--- config.mk ---
export PLATFORM = sky130hd
export DESIGN_NAME = issue_ctrl
export DESIGN_NICKNAME = d
export VERILOG_FILES = /design/src/rtl/issue_ctrl.sv
export SDC_FILE = /design/constraint.sdc
export NUM_CORES = 2
export LEC_CHECK = 0
export CAP_MARGIN = 20
export CORE_ASPECT_RATIO = 0.7
export CORE_MARGIN = 2
export CORE_UTILIZATION = 60
export CTS_CLUSTER_SIZE = 28
export DETAILED_ROUTE_END_ITERATION = 12
export PLACE_DENSITY = 0.83
export SETUP_SLACK_MARGIN = 0.3
export SYNTH_ARGS = -nofsm -noshare
export SYNTH_HDL_FRONTEND = slang
export SYNTH_SLANG_ARGS = --single-unit
export TNS_END_PERCENT = 50
--- constraint.sdc ---
create_clock -name clk -period 31.6 [get_ports clk]
set_clock_uncertainty 0.15 [all_clocks]
set_input_delay 9.48 -clock clk [delete_from_list [all_inputs] [get_ports clk]]
set_output_delay 9.48 -clock clk [all_outputs]
set_load 0.01 [all_outputs]
--- src/rtl/issue_ctrl.sv ---
// ---------------------------------------------------------------------------
// issue_ctrl
//   Dual-issue scheduler sitting between decode and execute. Decoded
//   instructions are buffered in a circular queue; every cycle the two head
//   entries are examined and 0, 1 or 2 of them are issued in program order.
//   The block also owns the mul/div busy counter that gates HI/LO traffic.
//
//   Configuration macro: ISSUE_DUAL_EN
//     defined   -> slot 1 may issue alongside slot 0 (dual issue)
//     undefined -> issue_valid[1] is tied 0, one instruction per cycle
//
// Ports
//   clk, reset        clock (rising edge), asynchronous active-high reset
//   flush             drop every queued entry at the next edge
//   in_valid[1:0]     enqueue request per decode lane (lane 1 needs lane 0)
//   in_ready          queue has at least two free entries
//   in_ra1/in_ra2     source registers, lane i at [5*i +: 5]
//   in_dst            destination register, lane i at [5*i +: 5]
//   in_flags          {regwrite,is_mem,is_branch,is_muldiv,hilo_read,cp0_read}
//                     per lane, lane i at [6*i +: 6]
//   in_payload        opaque payload, lane i at [PAYLOAD_W*i +: PAYLOAD_W]
//   head_ra1/ra2/flags  head 0/1 fields for the forwarding unit
//   byp_valid[1:0]    operands of head i resolvable this cycle
//   ex_ready          execute accepts an issue group this cycle
//   issue_valid[1:0]  slot 0/1 issuing (slot 1 implies slot 0)
//   issue_payload     head payloads, slot i at [PAYLOAD_W*i +: PAYLOAD_W]
//   muldiv_busy       mul/div busy counter is nonzero
// ---------------------------------------------------------------------------
module issue_ctrl #(
    parameter int DEPTH      = 8,
    parameter int PAYLOAD_W  = 96,
    parameter int MULDIV_LAT = 4
) (
    input  logic                   clk,
    input  logic                   reset,
    input  logic                   flush,
    input  logic [1:0]             in_valid,
    output logic                   in_ready,
    input  logic [9:0]             in_ra1,
    input  logic [9:0]             in_ra2,
    input  logic [9:0]             in_dst,
    input  logic [11:0]            in_flags,
    input  logic [2*PAYLOAD_W-1:0] in_payload,
    output logic [9:0]             head_ra1,
    output logic [9:0]             head_ra2,
    output logic [11:0]            head_flags,
    input  logic [1:0]             byp_valid,
    input  logic                   ex_ready,
    output logic [1:0]             issue_valid,
    output logic [2*PAYLOAD_W-1:0] issue_payload,
    output logic                   muldiv_busy
);

    localparam int PTR_W  = $clog2(DEPTH);
    localparam int CNT_W  = PTR_W + 1;
    localparam int BUSY_W = $clog2(MULDIV_LAT + 1);

    localparam int F_MULDIV = 2;
    localparam int F_HILO   = 1;

    logic [PTR_W-1:0]     head_ptr;
    logic [PTR_W-1:0]     tail_ptr;
    logic [CNT_W-1:0]     count;
    logic [BUSY_W-1:0]    busy_cnt;

    logic [4:0]           mem_ra1     [DEPTH];
    logic [4:0]           mem_ra2     [DEPTH];
    logic [4:0]           mem_dst     [DEPTH];
    logic [5:0]           mem_flags   [DEPTH];
    logic [PAYLOAD_W-1:0] mem_payload [DEPTH];

    logic [PTR_W-1:0]     head1_ptr;
    logic [PTR_W-1:0]     tail1_ptr;
    logic [5:0]           h0_flags;
    logic [5:0]           h1_flags;
    logic [4:0]           h0_dst;
    logic [4:0]           h1_ra1;
    logic [4:0]           h1_ra2;
    logic                 enq0;
    logic                 enq1;
    logic [1:0]           enq_num;
    logic [1:0]           iss_num;
    logic                 can0;
    logic                 can1;
    logic                 md_issue;

    assign head1_ptr = head_ptr + PTR_W'(1);
    assign tail1_ptr = tail_ptr + PTR_W'(1);

    assign h0_flags = mem_flags[head_ptr];
    assign h1_flags = mem_flags[head1_ptr];
    assign h0_dst   = mem_dst[head_ptr];
    assign h1_ra1   = mem_ra1[head1_ptr];
    assign h1_ra2   = mem_ra2[head1_ptr];

    assign head_ra1      = {h1_ra1, mem_ra1[head_ptr]};
    assign head_ra2      = {h1_ra2, mem_ra2[head_ptr]};
    assign head_flags    = {h1_flags, h0_flags};
    assign issue_payload = {mem_payload[head1_ptr], mem_payload[head_ptr]};

    // in_ready looks only at the current count, so a two-lane enqueue can
    // never overrun the queue even if nothing issues in the same cycle.
    assign in_ready = (count <= CNT_W'(DEPTH - 2));
    assign enq0     = in_ready & in_valid[0];
    assign enq1     = enq0 & in_valid[1];
    assign enq_num  = {1'b0, enq0} + {1'b0, enq1};

    assign muldiv_busy = (busy_cnt != '0);

    // Slot 0 eligibility: a mul/div or HI/LO reader must wait for the
    // mul/div unit to drain.
    always_comb begin
        can0 = 1'b0;
        if (count != '0 && byp_valid[0] && ex_ready)
            can0 = !(muldiv_busy && (h0_flags[F_MULDIV] || h0_flags[F_HILO]));
    end

`ifdef ISSUE_DUAL_EN
    localparam int F_REGWRITE = 5;
    localparam int F_MEM      = 4;
    localparam int F_BRANCH   = 3;
    localparam int F_CP0      = 0;

    // Slot 1 pairs with slot 0 only when no intra-pair hazard exists:
    // RAW on head 0, two memory ops, a branch in slot 1, two HI/LO users,
    // or a CP0 read behind a mul/div.
    always_comb begin
        can1 = 1'b0;
        if (can0 && count >= CNT_W'(2) && byp_valid[1]) begin
            can1 = 1'b1;
            if (h0_flags[F_REGWRITE] && h0_dst != 5'd0 &&
                (h0_dst == h1_ra1 || h0_dst == h1_ra2))
                can1 = 1'b0;
            if (h0_flags[F_MEM] && h1_flags[F_MEM])
                can1 = 1'b0;
            if (h1_flags[F_BRANCH])
                can1 = 1'b0;
            if ((h0_flags[F_MULDIV] || h0_flags[F_HILO]) &&
                (h1_flags[F_MULDIV] || h1_flags[F_HILO]))
                can1 = 1'b0;
            if (h1_flags[F_CP0] && h0_flags[F_MULDIV])
                can1 = 1'b0;
        end
    end
`else
    logic dual_unused;
    assign dual_unused = ^{byp_valid[1], h0_dst};
    assign can1        = 1'b0;
`endif

    assign issue_valid = {can1, can0};
    assign iss_num     = {1'b0, can0} + {1'b0, can1};
    assign md_issue    = (can0 & h0_flags[F_MULDIV]) | (can1 & h1_flags[F_MULDIV]);

    // Queue pointers and occupancy. A flush empties the queue by snapping
    // head onto the pre-edge tail, discarding any same-cycle enqueue/issue.
    always_ff @(posedge clk or posedge reset) begin
        if (reset) begin
            head_ptr <= '0;
            tail_ptr <= '0;
            count    <= '0;
        end else if (flush) begin
            head_ptr <= tail_ptr;
            count    <= '0;
        end else begin
            head_ptr <= head_ptr + PTR_W'(iss_num);
            tail_ptr <= tail_ptr + PTR_W'(enq_num);
            count    <= count + CNT_W'(enq_num) - CNT_W'(iss_num);
        end
    end

    // Entry storage carries no reset; validity is tracked by count alone.
    always_ff @(posedge clk) begin
        if (enq0 && !flush) begin
            mem_ra1[tail_ptr]     <= in_ra1[4:0];
            mem_ra2[tail_ptr]     <= in_ra2[4:0];
            mem_dst[tail_ptr]     <= in_dst[4:0];
            mem_flags[tail_ptr]   <= in_flags[5:0];
            mem_payload[tail_ptr] <= in_payload[PAYLOAD_W-1:0];
        end
        if (enq1 && !flush) begin
            mem_ra1[tail1_ptr]     <= in_ra1[9:5];
            mem_ra2[tail1_ptr]     <= in_ra2[9:5];
            mem_dst[tail1_ptr]     <= in_dst[9:5];
            mem_flags[tail1_ptr]   <= in_flags[11:6];
            mem_payload[tail1_ptr] <= in_payload[2*PAYLOAD_W-1:PAYLOAD_W];
        end
    end

    // Busy counter keeps running through a flush so an in-flight mul/div
    // still blocks HI/LO access until it completes.
    always_ff @(posedge clk or posedge reset) begin
        if (reset)
            busy_cnt <= '0;
        else if (md_issue)
            busy_cnt <= BUSY_W'(MULDIV_LAT);
        else if (busy_cnt != '0)
            busy_cnt <= busy_cnt - BUSY_W'(1);
    end

endmodule
After elaboration in Yosys (flattened, before gate mapping)
Memories as Yosys holds them, arrays and structs flattened.
Cells that the tools add are included.
- reduce and logical (&&, ||, !) cells: 11
- muxes and demuxes: 9
- $add $sub $neg: 8
- bitwise gates (word level): 3
- magnitude comparators: 1
- operators by type and width (operator ; number):
    3-bit two-way mux ; 3
    3-bit by 1-bit adder with 3-bit output (second input constant) ; 2
    1-bit logical AND ; 5
    1-bit two-way mux ; 5
    4-bit by 2-bit adder with 4-bit output ; 1
    4-bit by 3-bit less-or-equal comparator with 1-bit output (second input constant) ; 1
    4-bit two-way mux ; 1
    4-bit nonzero test ; 1
    4-bit by 1-bit subtractor with 4-bit output ; 1
    3-bit by 1-bit adder with 3-bit output ; 1
    3-bit by 2-bit adder with 3-bit output ; 1
    1-bit bitwise AND ; 3
    3-bit nonzero test ; 1
    3-bit by 1-bit subtractor with 3-bit output (second input constant) ; 1
    1-bit by 1-bit adder with 2-bit output ; 1
    1-bit zero test ; 2
    2-bit nonzero test ; 1
    1-bit logical OR ; 1
- memory bits (writable): 896
- output and inout bits: 228
- register bits after elaboration: 13
- memories kept: 4
- input bits: 242
- memories (memory ; words ; width ; rd ports ; clocked after Yosys merged registers in ; wr ports ; RTL line ; text):
    mem_payload ; 8 ; 96 ; 2 ; 0 ; 2 ; 70 ; logic [PAYLOAD_W-1:0] mem_payload [DEPTH];
    mem_flags ; 8 ; 6 ; 2 ; 0 ; 2 ; 69 ; logic [5:0] mem_flags [DEPTH];
    mem_ra1 ; 8 ; 5 ; 2 ; 0 ; 2 ; 66 ; logic [4:0] mem_ra1 [DEPTH];
    mem_ra2 ; 8 ; 5 ; 2 ; 0 ; 2 ; 67 ; logic [4:0] mem_ra2 [DEPTH];

Logic depth before layout (Yosys ltp)
- depth in word-level cells: 7
- depth in mapped cells: 12
- gate-level depth less buffers: 12

Worst setup path after synthesis
Ideal clock, no wire load.
- path type: in2out
- start point: input ex_ready
- end point: output issue_valid[0]
- slack: 12158 ps
- buffers on the path: 1
- stages: 2
- arrival time: 9812 ps
- cell sequence: and4_1 buf_4
- cells in the longest elaborated chain, start to end: 2
- RTL lines (element ; RTL line ; text):
    from (decl) ; 48 ; input logic ex_ready,
    1-bit logical AND ; 114 ; if (count != '0 && byp_valid[0] && ex_ready)
    1-bit two-way mux ; 114 ;
    to (decl) ; 49 ; output logic [1:0] issue_valid,
No other way between the ends.

Final worst setup path
Ends and elaborated chain as after synthesis.

==> flow_summary.yaml <==
outcome:
  outcome: "completed"
global_route:
  antenna_found_initial: 38
  grt_util_all_layers: 0.3206
  grt_pass1_vias: 32799
  grt_max_degree: 143
  grt-ovfl-total: 0
  grt_pass1_wl_mm: 210.9
cts:
  cts-root-buf: "clkbuf_16"
  cts_buffers: 92
  htree_levels: 3
  insertion_delay_ns: 0.66
  cts_resized: 0
  cts_tree: "yes"
  cts_buffer_depth: 3
  holdBufCountCts: 0
  clkSinkCount: 909
  post_cts_buffers: 0
  path_clk_slew_ns: 0.06
drt:
  via_count: 30529
  drc: 0
  routed_wl_mm: 142.1
  wl_per_cell_um: 31.99
  ant_nets: 0
  drt-initial-drc-count: 2910
  viasPerCell: 6.871
  first_pass_iters: 7
setup_path:
  worstPathCellList: "clkdlybuf4s50_1 > and4_1 > clkdlybuf4s50_1"
  cp_max_fo: 3
  r2r_end: "mem_payload[0][48]"
  criticalPathCategory: "input port to primary output"
  crit_slowest_cell: "clkdlybuf4s50_1"
  cpMostUsedCell: "clkdlybuf4s50_1"
  r2r_slack_ns: 26.92
  cp.arrival_ns: 10.89
  cpPeakStageDelay_ns: 0.66
  cp.required_ns: 21.97
  worstSetupEndpointType: "primary output"
  reg2regPathDepth: 9
  reg2reg_from: "count[3]"
  startpoint_type: "input port"
  cp-startpoint: "ex_ready"
  endpoint: "issue_valid[0]"
synth:
  synth-simple-area-share: 0.004025
  synth_cell_types: 35
  async_flop_share: 0.01430
  syn_nets: 3065
  synthMuxAreaShare: 0.4378
  ys.flop_type: "edfxtp_1"
  avgSynthCellArea_um2: 18.49
  netlist_instances: 2807
  synthDominantAreaCellType: "edfxtp_1"
  yosys.area_share.adder: 0.004146
  synth_area_leaders: "edfxtp_1 (52%), mux2_2 (24%), mux4_2 (19%)"
  ys_seq_area_frac: 0.5246
  synth-edff-count: 896
  mappedNetlistArea_mm2: 0.05191
  synth_top_cell_area_share: 0.5183
  synth_xor_area_frac: 0.001350
  synth-seq-cells: 909
  synth_compound_area_frac: 0.002796
  synth_top_family_by_area: "multiplexers"
  synth-warning-count: 0
flow_run:
  maxCapViolCount: 0
floorplanning:
  die_area_mm2: 0.08892
  rows: 90
  die_w_um: 355.6
  die_y_um: 250.1
  initial_utilization: 0.6041
  pin_count: 470
  coreArea_mm2: 0.08592
timing:
  period_share: 0.6495
  fin_setup_tns_ns: 0
  setup_viol: 0
  max_slew.worst_pin.slew_ns: 1.185
  fmax_mhz: 48.72
  slew_headroom: 0.2100
  fin_crit_ns: 20.52
  drv_slew: 0
  hold_viol: 0
  grt_setup_unrepaired: "false"
final_layout:
  final_cell_mix: "mux2_2 (1119), edfxtp_1 (896), clkdlybuf4s50_1 (457), mux4_2 (447), clkbuf_16 (94)"
  synthToLayoutAreaGrowth_pct: 16.32
  layout-drive-gt1-share: 0.5446
  final_cell_area_mm2: 0.06038
  final_util: 0.7027
  layout_commonest_cell: "mux2_2"
  nFillCells: 5304
  nets: 3444
pwr:
  seqPwrFrac: 0.288
  swShare: 0.3349
  worst_ir_drop_vdd_mv: 0.08763
  pwr-share-clk: 0.200
  power_leakage_nw: 19.44
  p_int_w: 0.003649
  p_sw_w: 0.001837
  cellPowerDensity_mw_per_mm2: 90.85
  comb_power_share: 0.512
  total_power_w: 0.005485
placement:
  detailed_place.area_mm2: 0.05733
  place.detailed.hpwl_mm: 80.73
  gp_routability_congestion: 0.8207
  port_buffers: 457
worst_hold_path:
  hp-class: "register to register"
## synth_stat cells, drive strengths merged (2+ instances only)
master	n
mux2	1124
edfxtp	896
mux4	447
buf	125
clkbuf	101
inv	19
ha	14
dfrtp	13
o21ai	11
nand2	10
nand3	7
nor2	6
xnor2	6
nand2b	5
a21oi	3
and3	3
fa	2
nor2b	2
o31ai	2
xor2	2
## per-stage QoR
step	hold slack, ns	cells	setup slack [ns]
after floorplan	0.3161	2807	12.16
after global placement	0.3397	4241	11.09
after detailed placement	0.3581	4242	11.08
after CTS	0.3751	4415	11.09
after global routing	0.3919	4433	11.08
final	0.3743	4443	11.08
## area by class of cell
class	instances	area [um^2]	area share
antenna	28	70.07	0.001161
timing repair buffer	511	5017	0.08310
clock buffer	113	2434	0.04031
inverter	19	71.32	0.001181
clock inverter	60	539.3	0.008932
multi-input combinational	1653	23560	0.3903
tap	1150	1439	0.02383
sequential	909	27240	0.4512
## worst max-delay path: cells and delay by family
family | cells | cell delay (ns)
buffers and inverters | 2 | 1.15
AND/OR/NAND/NOR | 1 | 0.26
## registers in the layout, indices dropped and copies added, names as in the netlist
register	cells
head_ptr	3
mem_ra1	40
busy_cnt	3
mem_payload	768
count	4
tail_ptr	3
mem_flags	48
mem_ra2	40
## cell families after synthesis
family / count (synthesis)
compound gates: 21
mux: 1571
xor+xnor: 8
buf+inv: 245
flops: 909
other cells: 1
fa+ha+maj: 16
simple gates: 36
## per-layer routing
metal | share of wire | vias up | GRT usage
met5 | 0.0015 | - | 0
met4 | 0.032 | 32 | 0.1212
met3 | 0.098 | 303 | 0.07395
met2 | 0.49 | 1583 | 0.5178
met1 | 0.38 | 15995 | 0.4278
li1 | - | 12616 | -
## worst min-delay path by stage
stage                             end        start  cells past startpoint  slack, ns
after global placement    busy_cnt[1]  busy_cnt[1]                      1       0.34
after floorplan           busy_cnt[1]  busy_cnt[1]                      1       0.32
after detailed placement  busy_cnt[1]  busy_cnt[1]                      1       0.36
after global routing      busy_cnt[1]  busy_cnt[1]                      1       0.39
after CTS                 busy_cnt[1]  busy_cnt[1]                      1       0.38
final                     busy_cnt[1]  busy_cnt[1]                      1       0.37
## power groups by stage
stage | sequential, W | combinational (W) | clock, W
detailed placement | 0.00160 | 0.00280 | 0
floorplan | 0.00158 | 0.00175 | 0
global placement | 0.00159 | 0.00277 | 0
global route | 0.00159 | 0.00294 | 0.00115
CTS | 0.00158 | 0.00282 | 0.00111
finish | 0.00158 | 0.00281 | 0.00110
(Power assumes the default switching activity.)
